<file path="src/rtl/ifm_sched.sv">
// ifm_sched: walks the 3x3 convolution windows of one input feature map plane
// in serpentine order. It issues one strip read per PE-ready cycle and turns
// each read into a window-buffer shift command one cycle later.
//
// Handshake: a read (and therefore a window move) issues in a cycle only when
// pe_ready=1 in that same cycle. rd_en is a same-cycle strobe with no retry or
// backpressure. In a cycle with pe_ready=0 nothing issues and the scan
// position stays put. mode follows rd_en by one cycle, and win_valid follows a
// non-HOLD mode by one cycle.
module ifm_sched #(
  parameter int IMG_W   = 5,
  parameter int IMG_H   = 5,
  parameter int COORD_W = 8
) (
  input  logic               clk,
  input  logic               rst,
  input  logic               start,
  input  logic               pe_ready,
  output logic               busy,
  output logic               done,
  output logic               rd_en,
  output logic [COORD_W-1:0] rd_row,
  output logic [COORD_W-1:0] rd_col,
  output logic [2:0]         rd_kind,
  output logic [2:0]         mode,
  output logic               win_valid,
  output logic [15:0]        win_cnt,
  output logic [1:0]         fsm_state
);

  localparam int OH = IMG_H - 2;
  localparam int OW = IMG_W - 2;
  localparam logic [15:0]        TOTAL    = 16'(OH * OW);
  localparam logic [15:0]        CNT_LAST = 16'(OH * OW - 1);
  localparam logic [COORD_W-1:0] COL_LAST = COORD_W'(OW - 1);
  localparam logic [COORD_W-1:0] TWO      = COORD_W'(2);

  localparam logic [2:0] K_ALL   = 3'b111;
  localparam logic [2:0] K_RIGHT = 3'b001;
  localparam logic [2:0] K_DOWN  = 3'b010;
  localparam logic [2:0] K_LEFT  = 3'b100;
  localparam logic [2:0] K_HOLD  = 3'b101;

  typedef enum logic [1:0] {
    S_IDLE  = 2'd0,
    S_LOAD  = 2'd1,
    S_SCAN  = 2'd2,
    S_DRAIN = 2'd3
  } state_t;

  state_t state, state_d;

  // Current window position (top-left corner of the 3x3 window).
  logic [COORD_W-1:0] row_q, col_q, row_d, col_d;
  logic [2:0]         mode_q;
  logic               win_valid_q;
  logic [15:0]        win_cnt_q;

  assign busy      = (state != S_IDLE);
  assign mode      = mode_q;
  assign win_valid = win_valid_q;
  assign win_cnt   = win_cnt_q;
  assign fsm_state = state;

  // Next state, move selection and read strobe/strip coordinates.
  always_comb begin
    state_d = state;
    row_d   = row_q;
    col_d   = col_q;
    rd_en   = 1'b0;
    rd_row  = '0;
    rd_col  = '0;
    rd_kind = K_HOLD;
    done    = 1'b0;
    case (state)
      S_IDLE: begin
        if (start) state_d = S_LOAD;
      end
      S_LOAD: begin
        if (pe_ready) begin
          rd_en   = 1'b1;
          rd_kind = K_ALL;
          row_d   = '0;
          col_d   = '0;
          // A single-window plane has nothing left to move through.
          state_d = (TOTAL == 16'd1) ? S_DRAIN : S_SCAN;
        end
      end
      S_SCAN: begin
        if (pe_ready) begin
          rd_en = 1'b1;
          if (!row_q[0] && (col_q != COL_LAST)) begin
            // Even row, still room to the right.
            rd_kind = K_RIGHT;
            col_d   = col_q + 1'b1;
            rd_row  = row_q;
            rd_col  = col_d + TWO;
          end else if (row_q[0] && (col_q != '0)) begin
            // Odd row, still room to the left.
            rd_kind = K_LEFT;
            col_d   = col_q - 1'b1;
            rd_row  = row_q;
            rd_col  = col_d;
          end else begin
            // End of a row: step down, the new bottom row is the strip.
            rd_kind = K_DOWN;
            row_d   = row_q + 1'b1;
            rd_row  = row_d + TWO;
            rd_col  = col_q;
          end
          if (win_cnt_q == CNT_LAST) state_d = S_DRAIN;
        end
      end
      S_DRAIN: begin
        // Finished once the last move has left both pipeline stages.
        if ((mode_q == K_HOLD) && !win_valid_q) begin
          done    = 1'b1;
          state_d = S_IDLE;
        end
      end
      default: state_d = S_IDLE;
    endcase
  end

  // FSM state register.
  always_ff @(posedge clk) begin
    if (rst) state <= S_IDLE;
    else     state <= state_d;
  end

  // Scan position, shift-command pipeline and window counter.
  always_ff @(posedge clk) begin
    if (rst) begin
      row_q       <= '0;
      col_q       <= '0;
      mode_q      <= K_HOLD;
      win_valid_q <= 1'b0;
      win_cnt_q   <= '0;
    end else begin
      row_q       <= row_d;
      col_q       <= col_d;
      mode_q      <= rd_en ? rd_kind : K_HOLD;
      win_valid_q <= (mode_q != K_HOLD);
      if ((state == S_IDLE) && start)
        win_cnt_q <= '0;
      else if (rd_en && (win_cnt_q != TOTAL))
        win_cnt_q <= win_cnt_q + 16'd1;
    end
  end

endmodule

</file>
<file path="config.mk">
export PLATFORM = sky130hd
export DESIGN_NAME = ifm_sched
export DESIGN_NICKNAME = d
export VERILOG_FILES = /design/src/rtl/ifm_sched.sv
export SDC_FILE = /design/constraint.sdc
export NUM_CORES = 1
export LEC_CHECK = 0
export ABC_AREA = 1
export CAP_MARGIN = 20
export CORE_ASPECT_RATIO = 1.25
export CORE_MARGIN = 2
export CORE_UTILIZATION = 34
export CTS_CLUSTER_SIZE = 12
export DETAILED_ROUTE_END_ITERATION = 8
export SLEW_MARGIN = 20
export SYNTH_ARGS = -nofsm -noshare
export SYNTH_HDL_FRONTEND = slang
export SYNTH_SLANG_ARGS = --single-unit
</file>
<file path="constraint.sdc">
create_clock -name clk -period 3.3 [get_ports clk]
set_clock_uncertainty 0.05 [all_clocks]
set_input_delay 0.99 -clock clk [delete_from_list [all_inputs] [get_ports clk]]
set_output_delay 0.99 -clock clk [all_outputs]
set_load 0.01 [all_outputs]
</file>
==> results of run 1 <==
[stage by stage]
stage | setup slack (ns) | cell area (um2)
2_1_floorplan | 0.238 | 2990
3_3_place_gp | -0.367 | 3720
3_5_place_dp | -0.387 | 3720
4_1_cts | 0.0282 | 3830
5_1_grt | -0.0474 | 3910
6_report | 0.0786 | 3910
[logic make-up after synthesis]
logic type      synth area share
flops                      0.255
compound gates             0.130
xor+xnor                  0.0440
fa+ha+maj                 0.0587
buf+inv                    0.117
simple gates               0.396
[metal layers]
layer | GRT usage | routed length (um) | share of wire | up-vias
met5 | 0 | 0 | 0 | -
met4 | 0.0582 | 170 | 0.020 | 0
met3 | 0.0265 | 415 | 0.048 | 14
met2 | 0.324 | 4210 | 0.49 | 90
met1 | 0.234 | 3790 | 0.44 | 1508
li1 | - | - | - | 1693
[area by class of cell]
| cell class | count | area (um2) |
|---|---|---|
| clock buffers | 7 | 86.3 |
| clock inverters | 1 | 5.00 |
| fillers | 913 | 4700 |
| inverters | 64 | 243 |
| multi-input cells | 367 | 1940 |
| flip-flops and latches | 38 | 768 |
| well taps | 120 | 150 |
| repair buffers | 80 | 713 |
[timing repair]
| action | CTS | global route |
|---|---|---|
| endpoints found under the setup margin | 20 | 12 |
| resized for setup | 31 | 19 |
| pin swaps | 0 | 4 |
| hold endpoints to repair | 0 | 0 |
| buffers inserted | 0 | 3 |
[synth_stat cells (2+ instances only)]
cell	number	area, um2
nand2_4	2	22.5
nand4_1	15	93.8
a211oi_1	3	22.5
inv_2	4	15.0
nand3_1	40	200
nand2_1	137	514
o21ai_0	20	100
nor3_1	8	40.0
nand3b_1	3	22.5
nor2_1	51	191
or2_2	2	12.5
dfxtp_1	38	761
inv_1	60	225
buf_2	6	30.0
a21oi_1	43	215
buf_4	2	15.0
xnor2_1	2	17.5
buf_6	3	33.8
clkbuf_1	3	11.3
xor2_1	13	114
ha_1	14	175
[flip-flops by register name, indices dropped and copies added, names as in the netlist]
name and cells:
fsm_state 2, win_valid 1, row_q 8, win_cnt 16, mode 3, col_q 8
[worst paths after layout]
| path | from | to | slack, ns | cells past startpoint |
|---|---|---|---|---|
| worst max register to register | fsm_state[0]$_SDFFE_PP0P_ | win_cnt[13]$_SDFFE_PP0P_ | 1.23 | 12 |
| worst min-delay path | row_q[7]$_SDFFE_PP0P_ | row_q[7]$_SDFFE_PP0P_ | 0.46 | 2 |
| worst min register to register | row_q[7]$_SDFFE_PP0P_ | row_q[7]$_SDFFE_PP0P_ | 0.46 | 2 |
| worst max-delay path | pe_ready | rd_en | 0.08 | 6 |
[power by group through the flow]
stage | clock network (mW) | logic [mW] | registers, mW
floorplan | 0 | 0.578 | 0.565
global placement | 0 | 0.956 | 0.557
detailed placement | 0 | 0.957 | 0.557
CTS | 0.362 | 0.964 | 0.549
global route | 0.384 | 1.10 | 0.557
finish | 0.349 | 0.979 | 0.549
[worst register-to-register path: stages (launching register included)]
cell     delay (ns)
dfxtp_1        0.38
inv_1          0.10
ha_1           0.35
nand2_1        0.08
buf_4          0.14
inv_1          0.08
buf_4          0.10
nand2_1        0.05
buf_4          0.19
nor2_1         0.21
nand2_1        0.08
nand2_1        0.06
a21oi_1        0.05
==> summary.md, run 1 <==
Initial antenna violation count: 0. The number of distinct standard cells referenced by the synthesized netlist was 37; the post-detailed-route via-to-cell ratio was 4.88. Detailed placement ended at an HPWL of 6.47 mm.

On the critical path, the stage with the largest delay is an instance of clkdlybuf4s50_1. The largest stage delay on the critical path was 0.54 ns. The run gives 0 as the remaining design rule violation count. The maximum number of pins on one net before global-route repair came out at 19.

The logs give 48 for the number of top-level pins and 185 for the DRC violation total after the first TritonRoute iteration. The run gives 0.255 as the part of the Yosys area used for sequential elements. The run gives 3,126 as the number of global-route vias before repair. Most frequent standard cell in the layout excluding fill and tap cells: nand2_1. At the pin with the least slew margin, the transition time is 0.551 ns. Setup repair after global routing could not meet its margin everywhere.

Share of total power in the clock network: 0.186. TritonCTS built the clock tree. The worst setup path is captured at an output port.

Yosys mapped a number of flops with a built-in enable equal to 0. The tools report the antenna diode instance count as 0. For this run, the leading register cell type out of synthesis is dfxtp_1. The share of the cycle needed by the critical path after routing is 0.976. For the logic gate share of total power, the log shows 0.522. Row generation in the floorplan step produced 38 rows. Routability congestion estimate from global placement: 0.924.

Grouping stages by cell kind, the critical path spends the most delay in buffers and inverters. Summed over all failing endpoints, the final setup total negative slack is 0 ns. The tools report the final hold violation count as 0. The total wire length is 8.59 mm. The net load switching power came out at 804 uW. Power spread over the standard cell area amounts to 480 nW/um2. The run finished with clean final reports. For this run, the number of standard cells in the final layout without fillers is 677. Relative to the synthesized area, the layout overhead comes to 30.8%. The post-synth design cell area is 2990 um2, and the per-cell routed wire length is 12.7 um. Measured along the y axis, the die boundary spans 109 um.

In this run the mean area of a mapped cell was 6.16 um2. The internal power of the cells totals 1.07 mW. The switching share of power is 0.428.

In this run, post-CTS hold repair placed 0 buffers. The tree is rooted in a clkbuf_8. STA classifies the critical path startpoint as a primary input. The run gives 0.186 as the global-route usage over all layers.

For this run, the number of Yosys warnings is 0. The final antenna-violating net count was 0. Walking the worst path, the cells encountered are dlygate4sd2_1, buf_6, nand2_1, buf_4, inv_1, clkdlybuf4s50_1. The fmax came out at 310 MHz. The die covers 9550 um2. Data on the critical path is required at its endpoint by 2.26 ns. The total overflow left after global routing is 0. The part of the total power dissipated in sequential elements came out at 0.293. Critical path data arrival time: 2.18 ns.

The die is 87.8 um wide. The number of buffers added on ports was 47. Number of buffer and inverter instances along the worst setup path: 5. The final core utilization is 0.454. The critical path in this run is classified as primary input to output port. The level count of the clock H-tree was 2.

Worst max-slew margin expressed relative to the limit: 0.632. The leakage power total is 1.77 nW, and the sum of internal, switching and leakage power is 1.88 mW. The logs give 0.281 mV for the maximum vdd ir drop and 38 for the total clock sinks.

For this run, the detailed router's first-pass iteration total came to 4. The synthesized design contains 38 register bits. The share of async-settable or async-resettable flops after synthesis came out at 0. In this run, CTS created clock tree buffers numbering 5. The tightest min-delay check is of the flip-flop to flip-flop type. Across all layers, the routed design uses 3,305 vias.

The floorplan step defined a core boundary enclosing 8610 um2. The share of post-route cells with drive strength above 1 is 0.142. Synthesis handed over a netlist of 485 instances. The post-route minimum period works out to 3.22 ns. No sink is reached through more buffers than the 2 on the longest clock path. In this run the worst path has a maximum fanout of 6.

The first global-routing pass estimated 14.3 mm of wire. The library cells used most frequently in the layout, excluding fill and tap cells, are nand2_1 (136), inv_1 (57), nor2_1 (47), a21oi_1 (41), nand3_1 (39). After clock tree synthesis, the clock-pin slew on the worst setup and hold paths is 0.08 ns.

The starting density of the core was 0.347. Total of endpoints with negative setup slack in the final report: 0. The total count of max-transition violations in the final report was 0. Counting tap cells, the placed design contains a total of 666 instances.

At the later pin of the worst-skew pair, clock insertion delay measures 0.29 ns. Synthesis produced a netlist with a net count of 503. Across the run, the number of max-cap violations was 0.

The tools report the net count of the finished layout as 574. The tightest hold path in the finished design has a slack of 0.456 ns.
No activity file was read; power rests on OpenSTA's default activity.
==> inputs of run 2 (changes only) <==
- CORE_ASPECT_RATIO: 1.25 -> 0.8
- TNS_END_PERCENT: not set -> 50
==> run 2 against run 1 <==
Compared with the run above: highest routed layer unchanged; first-iteration DRC count down 9.2%; largest cell class unchanged; critical path depth up 1; maximum frequency down 2.2%; sequential share of layout area up 0.48 points; largest power group unchanged; final cell count down 0.74%; routed wire length down 2.2%; core utilization down 0.63 points; critical endpoint is now rd_col[1].
==> summary.md, run 2 (synthesis results as in run 1) <==
The run finished with clean final reports. The net count of the finished layout was 577 (+0.52%). Setup repair after global routing could not meet its margin everywhere. The tools report the number of top-level pins as 48 (unchanged). For the number of max-cap violations, the log shows 0 (unchanged). For the later-pin clock latency in the skew report, the log shows 0.29 ns (about the same). The worst min-delay path startpoint was win_cnt[4]$_SDFFE_PP0P_. The DRC violation total after the first TritonRoute iteration was 168 (-9.2%); the routability congestion estimate from global placement was 0.915 (-1.0%). The logs give 0 (unchanged) for the total of endpoints with negative setup slack in the final report and 19 (unchanged) for the maximum number of pins on one net before global-route repair. The logs give 0 (unchanged) for the residual overflow from global routing and 672 (-0.74%) for the non-filler instance count after layout.

In this run the critical register-to-register path is launched from fsm_state[0]$_SDFFE_PP0P_. The logs give 0 (unchanged) for the final hold violation count and 0 (unchanged) for the remaining design rule violation count. The largest individual stage delay along the critical path comes from the cell clkdlybuf4s50_1. Share of the cycle needed by the critical path after routing: 0.998 (+0.0223). The endpoint identified for the worst register-to-register timing path is win_cnt[10]$_SDFFE_PP0P_. The cell area power density is 492 nW/um2 (+2.4%), and the flip-flop count of the largest register after layout is 16 (unchanged). The number of instances on the worst hold path came out at 2 (unchanged).

The total wire length is 8.40 mm (-2.2%), and the HPWL after detailed placement is 6.51 mm (+0.72%). The run gives 13.9 mm (-2.8%) as the wire length of the first global-routing pass. The worst setup path is launched from a primary input. The core footprint came out at 8520 um2 (-0.99%). The die height works out to 87.8 um (-19%).

Critical path depth: 7 (+1). The total clock sinks is 38 (unchanged), and the placement row count is 30 (-21%). The final antenna-violating net count was 0 (unchanged). The number of buffer and inverter instances along the worst setup path was 3 (-2); the critical path data required time was 2.26 ns (about the same). The length of the first detailed-routing pass in iterations came out at 4 (unchanged). STA classifies the critical path endpoint as an output port. The final total negative setup slack was 0 ns (unchanged); the largest stage delay on the critical path was 0.52 ns (-0.02 ns).

The number of buffers added on ports is 47 (unchanged). The worst hold path terminates at win_cnt[4]$_SDFFE_PP0P_. The run gives 0.299 mV (+6.6%) as the maximum vdd ir drop. Global-route usage over all layers: 0.181 (-0.00444).

The leakage power total is 1.72 nW (-2.7%), and the overall die area is 9550 um2 (unchanged). For the worst max-slew margin expressed relative to the limit, the log shows 0.625 (-0.00611). The CTS clock-pin slew for the worst setup and hold paths came out at 0.08 ns (about the same). The relative area change from synthesis to final layout works out to 27.7%. The total instance count after detailed placement is 660 (-0.90%), and the width of the chip is 109 um (+24%). The worst hold slack across all endpoints is 0.452 ns (-0.00430 ns).

The post-route minimum period was 3.29 ns (+0.0735 ns); the detailed-route via count was 3,290 (-0.45%). The buffer levels on the longest clock path is 2 (unchanged). The per-cell routed wire length was 12.5 um (-1.4%); the initial antenna violation count was 0 (unchanged). The run gives 1.88 mW (about the same) as the sum of internal, switching and leakage power.

For the slack of the worst reg-to-reg path, the log shows 1.21 ns (-0.02 ns). The tree is rooted in a clkbuf_8. The logs give 0.351 (+0.00347) for the starting density of the core and 2,924 (-6.5%) for the number of global-route vias before repair. The top fanout value on the critical path came out at 3 (-3). The setup path with the least slack is of type primary input to output port.

The fmax was 303 MHz (-2.2%); the level count of the clock H-tree was 2 (unchanged). Path category of the worst min-delay check: flip-flop to flip-flop. The critical path data arrival time is 2.25 ns (+0.07 ns), and the slew at the pin closest to its max-slew limit is 0.560 ns (+0.00914 ns). The post-detailed-route via-to-cell ratio was 4.90 (+0.29%). TritonCTS built the clock tree.

On the critical path the largest part of the delay comes from buffers and inverters. The depth of the worst register-to-register path is 10 (-2). The tools report the antenna diode instance count as 0 (unchanged). The signal on the critical path passes through clkdlybuf4s50_1, nand2_2, inv_2, o21ai_0, a21oi_1, o21a_1, clkdlybuf4s15_2.

The number of buffers added by the clock tree synthesis step was 5 (unchanged). The tools report the total count of max-transition violations in the final report as 0 (unchanged). Leaving out fill and tap cells, the most frequent cell in the layout is nand2_1.

In the layout the commonest cells are nand2_1 (135), inv_1 (59), nor2_1 (47), a21oi_1 (42), nand3_1 (40). The hold buffer count at cts was 0 (unchanged); the share of post-route cells with drive strength above 1 was 0.161 (+0.0189).
==> run 2: worst max path at each step <==
stage | start | to | slack (ns)
after global placement | pe_ready | rd_col[1] | -0.35
after floorplan | pe_ready | rd_row[3] | 0.24
after CTS | pe_ready | rd_kind[0] | -0.04
after global routing | row_q[0]$_SDFFE_PP0P_ | rd_row[7] | -0.07
final | pe_ready | rd_col[1] | 0.005
after detailed placement | pe_ready | rd_col[1] | -0.36
==> run 2: routing by layer <==
layer / global-route usage / vias to the layer above / share of wire
li1: - / 1701 / -
met2: 0.272 / 59 / 0.43
met1: 0.269 / 1524 / 0.53
met5: 0 / - / 0
met4: 0.0420 / 0 / 0.0095
met3: 0.0313 / 6 / 0.037
==> run 2: timing repair <==
action | 4_1_cts | 5_1_grt
setup endpoints to repair | 20 | 19
gates resized for setup | 43 | 32
buffers inserted | 0 | 4
pin swaps | 0 | 4
==> run 2: metrics by stage <==
step                cell area, um2   util  setup slack [ns]
floorplan                     2990      -             0.238
global placement              3730  0.438            -0.346
detailed placement            3730  0.438            -0.359
CTS                           3830  0.450           -0.0378
global route                  3810  0.448           -0.0694
finish                        3810  0.448           0.00510
==> run 2: area by class of cell <==
| class | count | area [um2] |
|---|---|---|
| tap | 112 | 140 |
| fill | 933 | 4710 |
| multi-input combinational | 367 | 1900 |
| clock buffer | 6 | 82.6 |
| clock inverter | 2 | 12.5 |
| timing repair buffer | 83 | 666 |
| sequential | 38 | 768 |
| inverter | 64 | 243 |
==> run 2: report_power, final <==
group / internal [mW] / switching [mW]
Clock: 0.168 / 0.177
Sequential: 0.503 / 0.0493
Combinational: 0.387 / 0.592
==> run 2: worst register-to-register path, cell delays in order, from the launching register on <==
cell and delay [ns]:
dfxtp_1 0.42, inv_1 0.13, ha_1 0.38, nand2_1 0.10
buf_4 0.15, inv_1 0.08, nand2_1 0.07, inv_1 0.26
nand3_1 0.16, o21bai_1 0.15, nor2_1 0.05
==> inputs of run 3 (changes only) <==
- CAP_MARGIN: 20 -> not set
==> results of run 3 <==
Same layout as run 2: the final DEF is identical, and so are final timing and power.
